`config.mk`:
```
export PLATFORM = sky130hd
export DESIGN_NAME = fetch
export DESIGN_NICKNAME = d
export VERILOG_FILES = /design/src/rtl/fetch.sv
export SDC_FILE = /design/constraint.sdc
export NUM_CORES = 1
export LEC_CHECK = 0
export CAP_MARGIN = 20
export CORE_MARGIN = 5
export CORE_UTILIZATION = 44
export DETAILED_ROUTE_END_ITERATION = 10
export HOLD_SLACK_MARGIN = 0.08
export PLACE_DENSITY = 0.77
export SLEW_MARGIN = 10
export SYNTH_ARGS = -nofsm -noshare
export SYNTH_HDL_FRONTEND = slang
export SYNTH_SLANG_ARGS = --single-unit
export TNS_END_PERCENT = 10
```
`constraint.sdc`:
```
create_clock -name clk -period 4.16 [get_ports clk]
set_clock_uncertainty 0.1 [all_clocks]
set_input_delay 0.624 -clock clk [delete_from_list [all_inputs] [get_ports clk]]
set_output_delay 0.624 -clock clk [all_outputs]
set_load 0.02 [all_outputs]
```
`src/rtl/fetch.sv`:
```
// rtl/fetch.sv - instruction fetch stage: PC sequencing, imem handshake, 1-entry hold, redirect/drop
// Optional build macro: FETCH_SUPERVISOR_PROTECT_EN (bit 31 acts as a supervisor flag)
module fetch (
  input  logic        clk,
  input  logic        rst,
  input  logic        stall,
  input  logic [2:0]  pc_sel,
  input  logic [31:0] branch_addr,
  input  logic [31:0] jump_addr,
  output logic        imem_req,
  output logic [31:0] imem_addr,
  input  logic        imem_ack,
  input  logic [31:0] imem_rdata,
  output logic [31:0] inst,
  output logic [31:0] pc_plus_four,
  output logic        inst_valid
);

  localparam logic [31:0] RESET_VECTOR = 32'h8000_0000;
  localparam logic [31:0] NOP          = 32'h83FF_F800;
  localparam logic [31:0] ILLOP_ADDR   = 32'h8000_0004;
  localparam logic [31:0] XADR_ADDR    = 32'h8000_0008;

  typedef enum logic [1:0] {S_FETCH, S_HOLD, S_DROP} state_t;

  state_t      state;
  logic [31:0] pc;
  logic [31:0] hold_word;
  logic        busy;
  logic        orphan;
  logic        orphan_drop;
  logic        redirect;
  logic [31:0] target;
  logic [31:0] pc_inc;

  // pc_sel 1..4 are redirects; 0 and 5..7 mean sequential fetch
  assign redirect    = (pc_sel >= 3'd1) && (pc_sel <= 3'd4);
  // a request left outstanding across reset must have its ack swallowed
  assign orphan_drop = orphan & busy;
  assign imem_req    = ~rst & (state == S_FETCH) & ~orphan_drop;
  assign imem_addr   = pc;

  // next sequential PC and redirect target selection
  always_comb begin
    target = RESET_VECTOR;
`ifdef FETCH_SUPERVISOR_PROTECT_EN
    // supervisor bit survives increments; user code cannot jump into supervisor space
    pc_inc = ((pc + 32'd4) & 32'h7FFF_FFFF) | (pc & 32'h8000_0000);
    case (pc_sel)
      3'd1:    target = (branch_addr & 32'h7FFF_FFFC) | (pc & 32'h8000_0000);
      3'd2:    target = (jump_addr & 32'h7FFF_FFFC) | ({pc[31] & jump_addr[31], 31'd0});
      3'd3:    target = ILLOP_ADDR;
      3'd4:    target = XADR_ADDR;
      default: target = pc_inc;
    endcase
`else
    pc_inc = pc + 32'd4;
    case (pc_sel)
      3'd1:    target = branch_addr & 32'hFFFF_FFFC;
      3'd2:    target = jump_addr & 32'hFFFF_FFFC;
      3'd3:    target = ILLOP_ADDR;
      3'd4:    target = XADR_ADDR;
      default: target = pc_inc;
    endcase
`endif
  end

  // outstanding-request tracker; deliberately not reset so it spans a reset pulse
  always_ff @(posedge clk) begin
    busy <= (busy | imem_req) & ~imem_ack;
  end

  // fetch state machine with registered decode-side outputs
  always_ff @(posedge clk or posedge rst) begin
    if (rst) begin
      state        <= S_FETCH;
      pc           <= RESET_VECTOR;
      hold_word    <= 32'd0;
      inst         <= NOP;
      pc_plus_four <= RESET_VECTOR;
      inst_valid   <= 1'b0;
      orphan       <= 1'b1;
    end else begin
      orphan <= orphan & busy & ~imem_ack;
      // decode consumed the current word: bubble unless something new loads below
      if (!stall) begin
        inst_valid <= 1'b0;
        inst       <= NOP;
      end
      case (state)
        S_FETCH: begin
          if (orphan_drop) begin
            // waiting out the pre-reset ack; no request is on the bus
            if (redirect) begin
              pc         <= target;
              inst_valid <= 1'b0;
              inst       <= NOP;
            end
          end else if (redirect) begin
            pc         <= target;
            inst_valid <= 1'b0;
            inst       <= NOP;
            state      <= imem_ack ? S_FETCH : S_DROP;
          end else if (imem_ack) begin
            if (!stall) begin
              inst         <= imem_rdata;
              pc_plus_four <= pc_inc;
              inst_valid   <= 1'b1;
              pc           <= pc_inc;
            end else begin
              hold_word <= imem_rdata;
              state     <= S_HOLD;
            end
          end
        end
        S_HOLD: begin
          if (redirect) begin
            pc         <= target;
            inst_valid <= 1'b0;
            inst       <= NOP;
            hold_word  <= 32'd0;
            state      <= S_FETCH;
          end else if (!stall) begin
            inst         <= hold_word;
            pc_plus_four <= pc_inc;
            inst_valid   <= 1'b1;
            pc           <= pc_inc;
            hold_word    <= 32'd0;
            state        <= S_FETCH;
          end
        end
        S_DROP: begin
          if (redirect) begin
            pc         <= target;
            inst_valid <= 1'b0;
            inst       <= NOP;
          end
          if (imem_ack) state <= S_FETCH;
        end
        default: state <= S_FETCH;
      endcase
    end
  end

endmodule

```
## After elaboration in Yosys (flattened, before gate mapping)

Cells that the tools add are included.

| word-level totals | value |
|---|---|
| word-level logic and storage cells | 91 |
| bits in registers | 133 |
| bits of input ports | 103 |
| output and inout bits | 98 |

| operators by class | value |
|---|---|
| reductions and logical operators | 8 |
| mux-type cells | 47 |
| equal/unequal tests | 16 |
| order comparisons | 2 |
| bitwise logic cells | 9 |
| $add $sub $neg | 1 |

Operators with widths:

| cell | count |
|---|---|
| 32-bit 2-to-1 mux | 25 |
| 32-bit case mux with 3 select lines | 2 |
| 32-bit case mux with 2 select lines | 2 |
| 32-bit case mux with 4 select lines | 1 |
| 32-bit by 3-bit adder with 32-bit output, second input constant | 1 |
| 2-bit 2-to-1 mux | 8 |
| 2-bit inequality test, second input constant | 6 |
| 5-bit AND reduction | 2 |
| 3-bit inequality test, second input constant | 3 |
| 1-bit 2-to-1 mux | 7 |
| 3-bit by 2-bit == test with 1-bit output, second input constant | 2 |
| 2-bit case mux with 3 select lines | 1 |
| 6-bit AND reduction | 1 |
| 1-bit bitwise AND | 5 |
| 4-bit inequality test, second input constant | 1 |
| 3-bit by 1-bit == test with 1-bit output, second input constant | 1 |
| 3-bit == test, second input constant | 1 |
| 3-bit by 1-bit greater-or-equal comparator with 1-bit output, second input constant | 1 |
| 3-bit less-or-equal comparator, second input constant | 1 |
| 1-bit NOT | 3 |
| 1-bit case mux with 3 select lines | 1 |
| 3-bit nonzero test | 1 |
| 2-bit by 1-bit == test with 1-bit output, second input constant | 1 |
| 2-bit == test, second input constant | 1 |
| other kinds (5) | 5 |

## Longest topological paths before layout

Gate-level depths: netlist of run 1.

| logic depth | value |
|---|---|
| depth after elaboration | 6 |
| depth in mapped cells | 10 |

## Least setup slack after synthesis of run 1

OpenSTA, ideal clock, no wires.

| timing path | value |
|---|---|
| path kind | input -> register |
| start | in rst |
| end | reg busy |
| stages | 3 |
| path buffers | 0 |
| slack | 273 ps |
| data arrival time | 3711 ps |
| cell sequence | inv_1 > a21oi_1 > nor2_1 |

| on the way | value |
|---|---|
| cells in the longest elaborated chain, start to end | 5 |

RTL lines:

| what | line | source |
|---|---|---|
| start, declared | 5 | `input logic rst,` |
| 1-bit NOT | 40 | `assign imem_req = ~rst & (state == S_FETCH) & ~orphan_drop;` |
| 1-bit bitwise AND (2 in a row) | 40 |  |
| 1-bit OR | 70 | `busy <= (busy \| imem_req) & ~imem_ack;` |
| 1-bit bitwise AND | 70 |  |
| end signal, assigned | 70 |  |
| end, declared | 29 | `logic busy;` |

No other way between the ends.
A chain may end at the register's enable or synchronous reset.

## Final worst setup path of run 1

| timing path | value |
|---|---|
| start | reg pc[2] (netlist: imem_addr[2]) |
| end | reg pc[22] (netlist: imem_addr[22]) |

| on the way | value |
|---|---|
| cells in the longest elaborated chain, start to end | 6 |

RTL lines:

| what | line | source |
|---|---|---|
| start, declared | 27 | `logic [31:0] pc;` |
| start signal, assigned | 95 | `pc <= target;` |
| start signal, assigned | 100 | `pc <= target;` |
| start signal, assigned | 109 | `pc <= pc_inc;` |
| 32-bit by 3-bit adder with 32-bit output * | 57 | `pc_inc = pc + 32'd4;` |
| 32-bit 2-to-1 mux | 105, 123 |  |
| 32-bit 2-to-1 mux | 104 | `end else if (imem_ack) begin` |
| 32-bit 2-to-1 mux | 99 | `end else if (redirect) begin` |
| 32-bit 2-to-1 mux | 92 | `if (orphan_drop) begin` |
| 32-bit case mux with 3 select lines * | 90 | `case (state)` |

Mark *: on every way between the ends. The rest lies on a longest branch, timed or not. The select of a mux whose other input is x is not followed.

==> metrics.cfg, run 1 <==
[critical_path]
worstSetupEndpointType = register
cp_max_fo = 8
arrival_ns = 3.45
crit_cells = 7
cp_num_buf_inv = 0
crit_slowest_cell = nor4_4
path_common_cell = nand4_1
cp_top_family = simple AND/OR/NAND/NOR gates
cp_cell_sequence = ha_1, nand4_1, nor4_4, nand4_1, or3_1, a211oi_1, a221o_1
r2r_cells = 7
required_ns = 4.42
setup.worst_path.start_class = register
cpPeakStageDelay_ns = 0.76
path_class = register to register

[floorplan]
coreArea_sq_um = 16400
dieArea_sq_um = 19200
start_util = 0.444
io_pins = 201
fp-row-count = 47
die_w_um = 139
die-height_um = 139

[clock_network]
numCtsBuffers = 17
clock_tree.buffer_depth = 2
post_cts_resized = 0
post_cts_buffers = 0
root_buffer = clkbuf_16
cts.sink_count = 133
cts_hold_buf = 0
cts_tree = done
clk_latency_ns = 0.43
clkTransAtPathRegs_ns = 0.06
htree_levels = 4

[detailed_routing]
dr.pass1.iters = 7
drc_errors = 0
wl_um = 23400
via_per_inst = 5.96
post_drt_wl_per_cell_um = 19.5
vias = 7142
ant_nets = 0
first_iter_violations = 783

[place]
postPlaceCellArea_sq_um = 9440
place.gp.congestion = 0.879
port_buffers = 196
hpwl_um = 16100

[sta]
hold_viol_final = 0
setup_violations = 0
drv_slew = 0
worst_pin_slew_ns = 0.869
slew_headroom = 0.417
hold_ws_ns = 0.383
fmax_ghz = 0.313
finalCritPeriodShare = 0.768
final.setup.tns_ns = 0
fin_crit_ns = 3.20
grt_setup_unrepaired = false

[power_and_ir_drop]
power_frac_seq = 0.337
p_leak_uw = 0.00404
p_comb_frac = 0.435
irDropWorstVdd_mv = 0.377
p_per_area_nw_per_um2 = 680
p_sw_uw = 2680
switching_share = 0.391
pwr-share-clk = 0.229
p_int_uw = 4170
p_total_uw = 6840

[yosys]
netlist_area_sq_um = 7280
async_flop_share = 0.992
syn_inst = 793
synth-simple-area-share = 0.152
yosysMostFrequentCell = dfrtp_1
synth-edff-count = 0
synth.cells.most_frequent = dfrtp_1 (113), nor2_1 (84), o21ai_0 (72)
synth_mux_area_frac = 0.00877
synth-xor-area-share = 0.0397
synth_top_area_share = 0.389
ys_ff_latch = 133
avgSynthCellArea_sq_um = 9.18
yosysUniqueCellTypes = 67
yosysSeqAreaShare = 0.460
synthAdderAreaFrac = 0.0103
synthesis.nets = 902
synth_area_leaders = dfrtp_1 (39%), dfstp_2 (6.9%), a22o_1 (6.6%)
synth_area_leader_cell = dfrtp_1
yosysWarnings = 0
synth_compound_area_frac = 0.284
synth_top_family_by_area = compound AO/OA/AOI/OAI gates
ys_dominant_reg_cell = dfrtp_1

[layout]
fin_area_sq_um = 10100
drive_above_1_share = 0.0970
final-seq-area_sq_um = 3350
nFillCells = 1333
synthToLayoutAreaGrowth_pct = 38.3
n_antenna_cell = 0
nets = 1075
multi_input_area_sq_um = 3620

[global_routing]
grt_pass1_wl_um = 37400
grt_max_degree = 133
overflow = 0
grt_usage = 0.238
grt_pass1_vias = 6852
antenna_found_initial = 0

[outcome]
status = finished clean

[min_path]
whs_path_depth = 2
min_path_type = register to register

[run]
drv_cap = 0

per-stage QoR:
step,worst slack (ns),utilization,std cells
after floorplan,1.06,-,793
after global placement,0.892,0.574,1164
after detailed placement,0.787,0.575,1165
after CTS,1.03,0.613,1197
after global routing,0.749,0.614,1199
final,0.965,0.614,1199
metal layers:
metal / vias to the layer above / GRT usage / wire length [um]
li1: 3300 / - / -
met3: 41 / 0.0503 / 1730
met2: 350 / 0.377 / 11200
met4: 0 / 0.0894 / 588
met1: 3451 / 0.323 / 9970
met5: - / 0 / 0
final timing paths:
check                                  start             to  slack, ns
min in group asynchronous                rst  imem_addr[18]       0.74
worst min register to register       inst[9]        inst[9]       0.38
max in group asynchronous                rst  imem_addr[23]       2.57
worst min-delay path                 inst[9]        inst[9]       0.38
worst max register to register  imem_addr[2]  imem_addr[22]       0.96
worst max-delay path            imem_addr[2]  imem_addr[22]       0.96
sequential cells by signal (all words and copies together), names as in the netlist:
signal        cells
busy              1
orphan            1
pc_plus_four     32
inst_valid        1
state             2
inst             32
imem_addr        32
hold_word        32
kinds of logic after synthesis:
family	after synthesis
fa+ha+maj	6
mux	6
xor+xnor	33
flops	133
simple gates	231
compound gates	307
buf+inv	77
tightest hold or removal path: stages, from the launching register on:
cell	delay [ns]
dfrtp_1	0.34
nand2_1	0.04
o21ai_0	0.06
power groups by stage:
stage                     clock [uW]  sequential [uW]  combinational (uW)
final                           1560             2300                2980
after global routing            1640             2390                3190
after CTS                       1590             2300                2960
after detailed placement           0             2310                2940
after global placement             0             2300                2910
after floorplan                    0             2580                1400
cell usage in the layout, fill, tap and decap left out, drive strengths merged, types with 6 or more instances in the layout:
cell type / n
clkdlybuf4s50: 196
dfrtp: 113
nor2: 84
o21ai: 76
nand2: 61
a21oi: 58
a22o: 55
a22oi: 31
a31oi: 25
buf: 25
dfstp: 19
clkbuf: 18
xnor2: 17
xor2: 16
nor3: 16
nand3: 14
nand4: 11
inv: 11
clkinv: 8
nor2b: 7
o21a: 6
a222oi: 6
o31ai: 6
and3: 6
ha: 6
nor4: 6
layout make-up:
type	instances	share of cell area
multi-input combinational	583	0.360
sequential	133	0.333
timing repair buffer	221	0.215
clock buffer	18	0.0436
tap	220	0.0273
clock inverter	14	0.0175
inverter	10	0.00410
Power figures use the tool's default switching activity.
==> run 2, diff against run 1 <==
--- a/config.mk
+++ b/config.mk
@@ -7,10 +7,10 @@
 export LEC_CHECK = 0
 export CAP_MARGIN = 20
 export CORE_MARGIN = 5
-export CORE_UTILIZATION = 44
+export CORE_UTILIZATION = 49
 export DETAILED_ROUTE_END_ITERATION = 10
 export HOLD_SLACK_MARGIN = 0.08
-export PLACE_DENSITY = 0.77
+export PLACE_DENSITY = 0.81
 export SLEW_MARGIN = 10
 export SYNTH_ARGS = -nofsm -noshare
 export SYNTH_HDL_FRONTEND = slang
==> constraint.sdc (replaced) <==
create_clock -name clk -period 3.16 [get_ports clk]
set_clock_uncertainty 0.1 [all_clocks]
set_input_delay 0.474 -clock clk [delete_from_list [all_inputs] [get_ports clk]]
set_output_delay 0.474 -clock clk [all_outputs]
set_load 0.02 [all_outputs]
==> run 2 against run 1 <==
Die area is 9.5% lower. Largest power group unchanged. Sequential share of layout area is 0.25 points lower. Largest cell class unchanged. Critical path type is now register to primary output. Flip-flop and latch count stayed put. Hold slack worse by 0.0031 ns. Register-to-register slack worse by 0.58 ns.
==> metrics.cfg, run 2 (synthesis results as in run 1) <==
[sta]
grt_setup_unrepaired = false
setup_violations = 0  ; unchanged
drv_slew = 0  ; unchanged
finalCritPeriodShare = 0.890
hold_viol_final = 0  ; unchanged
worst_pin_slew_ns = 0.702  ; -0.167 ns
final.setup.tns_ns = 0  ; unchanged
hold_ws_ns = 0.380  ; -0.00307 ns
slew_headroom = 0.532  ; +0.115
fin_crit_ns = 2.81
fmax_ghz = 0.356

[power_and_ir_drop]
p_comb_frac = 0.443  ; +0.008
p_leak_uw = 0.00411  ; +1.8%
power_frac_seq = 0.331  ; -0.006
switching_share = 0.391  ; -0.000557
p_per_area_nw_per_um2 = 892  ; +31%
p_total_uw = 9040  ; +32%
pwr-share-clk = 0.225  ; -0.004
p_int_uw = 5510  ; +32%
p_sw_uw = 3530  ; +32%
irDropWorstVdd_mv = 0.549  ; +46%

[detailed_routing]
vias = 7268  ; +1.8%
first_iter_violations = 756  ; -3.4%
wl_um = 23100  ; -1.5%
post_drt_wl_per_cell_um = 19.6  ; about the same
drc_errors = 0  ; unchanged
dr.pass1.iters = 8  ; +1
ant_nets = 0  ; unchanged
via_per_inst = 6.15  ; +3.3%

[critical_path]
cp_top_family = buffers and inverters
cp_max_fo = 6  ; -2
reg2reg_slack_ns = 0.38  ; -0.58 ns
setup.worst_path.start_class = register
cp_num_buf_inv = 2  ; +2
cpPeakStageDelay_ns = 0.60  ; -0.16 ns
path_class = register to primary output
required_ns = 2.59  ; -1.83 ns
cp_cell_sequence = inv_1, ha_1, a21bo_2, nor2_1, clkdlybuf4s50_1
r2r-start = imem_addr[3]
r2r_end = imem_addr[24]
worstSetupEndpointType = primary output
crit_slowest_cell = clkdlybuf4s50_1
arrival_ns = 2.24  ; -1.21 ns
r2r_cells = 8  ; +1

[clock_network]
numCtsBuffers = 17  ; unchanged
post_cts_resized = 0  ; unchanged
htree_levels = 4  ; unchanged
cts_tree = done
cts.sink_count = 133  ; unchanged
clock_tree.buffer_depth = 2  ; unchanged
post_cts_buffers = 0  ; unchanged
clkTransAtPathRegs_ns = 0.06  ; about the same
root_buffer = clkbuf_16
cts_hold_buf = 0  ; unchanged
clk_latency_ns = 0.42  ; about the same

[global_routing]
grt_pass1_wl_um = 37300  ; -0.35%
grt_max_degree = 84  ; -37%
overflow = 0  ; unchanged
grt_usage = 0.261  ; +0.0228
antenna_found_initial = 1  ; +1
grt_pass1_vias = 7105  ; +3.7%

[run]
drv_cap = 0  ; unchanged

[min_path]
whs_path_depth = 2  ; unchanged
min_from = inst[3]
min_path_type = register to register
whs_endpoint = inst[3]

[place]
hpwl_um = 16100  ; +0.34%
place.gp.congestion = 0.908  ; +3.3%
port_buffers = 196  ; unchanged
dp_cells = 1148  ; -1.5%

[outcome]
status = finished clean

[floorplan]
start_util = 0.501  ; +0.0572
fp-row-count = 44  ; -6.4%
dieArea_sq_um = 17400  ; -9.5%
io_pins = 201  ; unchanged
coreArea_sq_um = 14500  ; -11%
die-height_um = 132  ; -4.9%
die_w_um = 132  ; -4.9%

[layout]
synthToLayoutAreaGrowth_pct = 39.4
nFillCells = 1135  ; -15%
final_common_cell = clkdlybuf4s50_1
final_cell_mix = clkdlybuf4s50_1 (196), dfrtp_1 (113), nor2_1 (84)
layoutNonFillerInstCount = 1181  ; -1.5%
final_core_util = 0.698  ; +0.0843
n_antenna_cell = 0  ; unchanged
drive_above_1_share = 0.111  ; +0.0143
nets = 1093  ; +1.7%

## run 2: cell types whose count changed in the layout (fill, tap and decap cells not counted), sizes merged
cell / previous run / this run
buf: 25 / 43
clkinv: 8 / 3
clkinvlp: 2 / 4
inv: 11 / 13
clkbuf: 18 / 19
## run 2: tightest hold or removal path: cells and delay by family, from the launching register on
kind	cells	cell delay (ns)
and+or+nand+nor	1	0.05
AOI/OAI and AO/OA	1	0.06
DFF	1	0.34
## run 2: power groups by stage
stage / Combinational, uW / Sequential (uW) / Clock (uW)
6_report: 4010 / 3000 / 2040
5_1_grt: 4300 / 3090 / 2140
4_1_cts: 3980 / 2990 / 2060
3_5_place_dp: 3950 / 3010 / 0
3_3_place_gp: 3900 / 2980 / 0
2_1_floorplan: 1840 / 3400 / 0
## run 2: final cells by class
cell class | instances | area [sq um] | area share
tap | 184 | 230 | 0.0227
multi-input combinational | 583 | 3620 | 0.357
clock buffer | 19 | 433 | 0.0427
sequential | 133 | 3350 | 0.330
inverter | 10 | 41.3 | 0.00407
clock inverter | 13 | 173 | 0.0170
timing repair buffer | 239 | 2300 | 0.226
## run 2: worst max-delay path by stage
stage,startpoint,end,cells past startpoint
2_1_floorplan,rst,busy,3
6_report,state[1],imem_req,5
3_5_place_dp,pc_sel[1],inst[19],9
4_1_cts,state[1],imem_req,5
5_1_grt,imem_addr[3],imem_addr[24],8
3_3_place_gp,pc_sel[1],imem_addr[22],7
## run 2: stage by stage
stage | setup WS [ns] | area (sq um)
3_3_place_gp | 0.246 | 9520
3_5_place_dp | 0.182 | 9530
6_report | 0.348 | 10100
4_1_cts | 0.352 | 10100
2_1_floorplan | 0.214 | 7280
5_1_grt | 0.179 | 10100
## run 2: layer usage
| layer | global-route usage | vias up | share of wire |
|---|---|---|---|
| met5 | 0 | - | 0.00048 |
| met1 | 0.357 | 3498 | 0.42 |
| met4 | 0.100 | 2 | 0.028 |
| li1 | - | 3326 | - |
| met3 | 0.0595 | 48 | 0.082 |
| met2 | 0.405 | 394 | 0.47 |
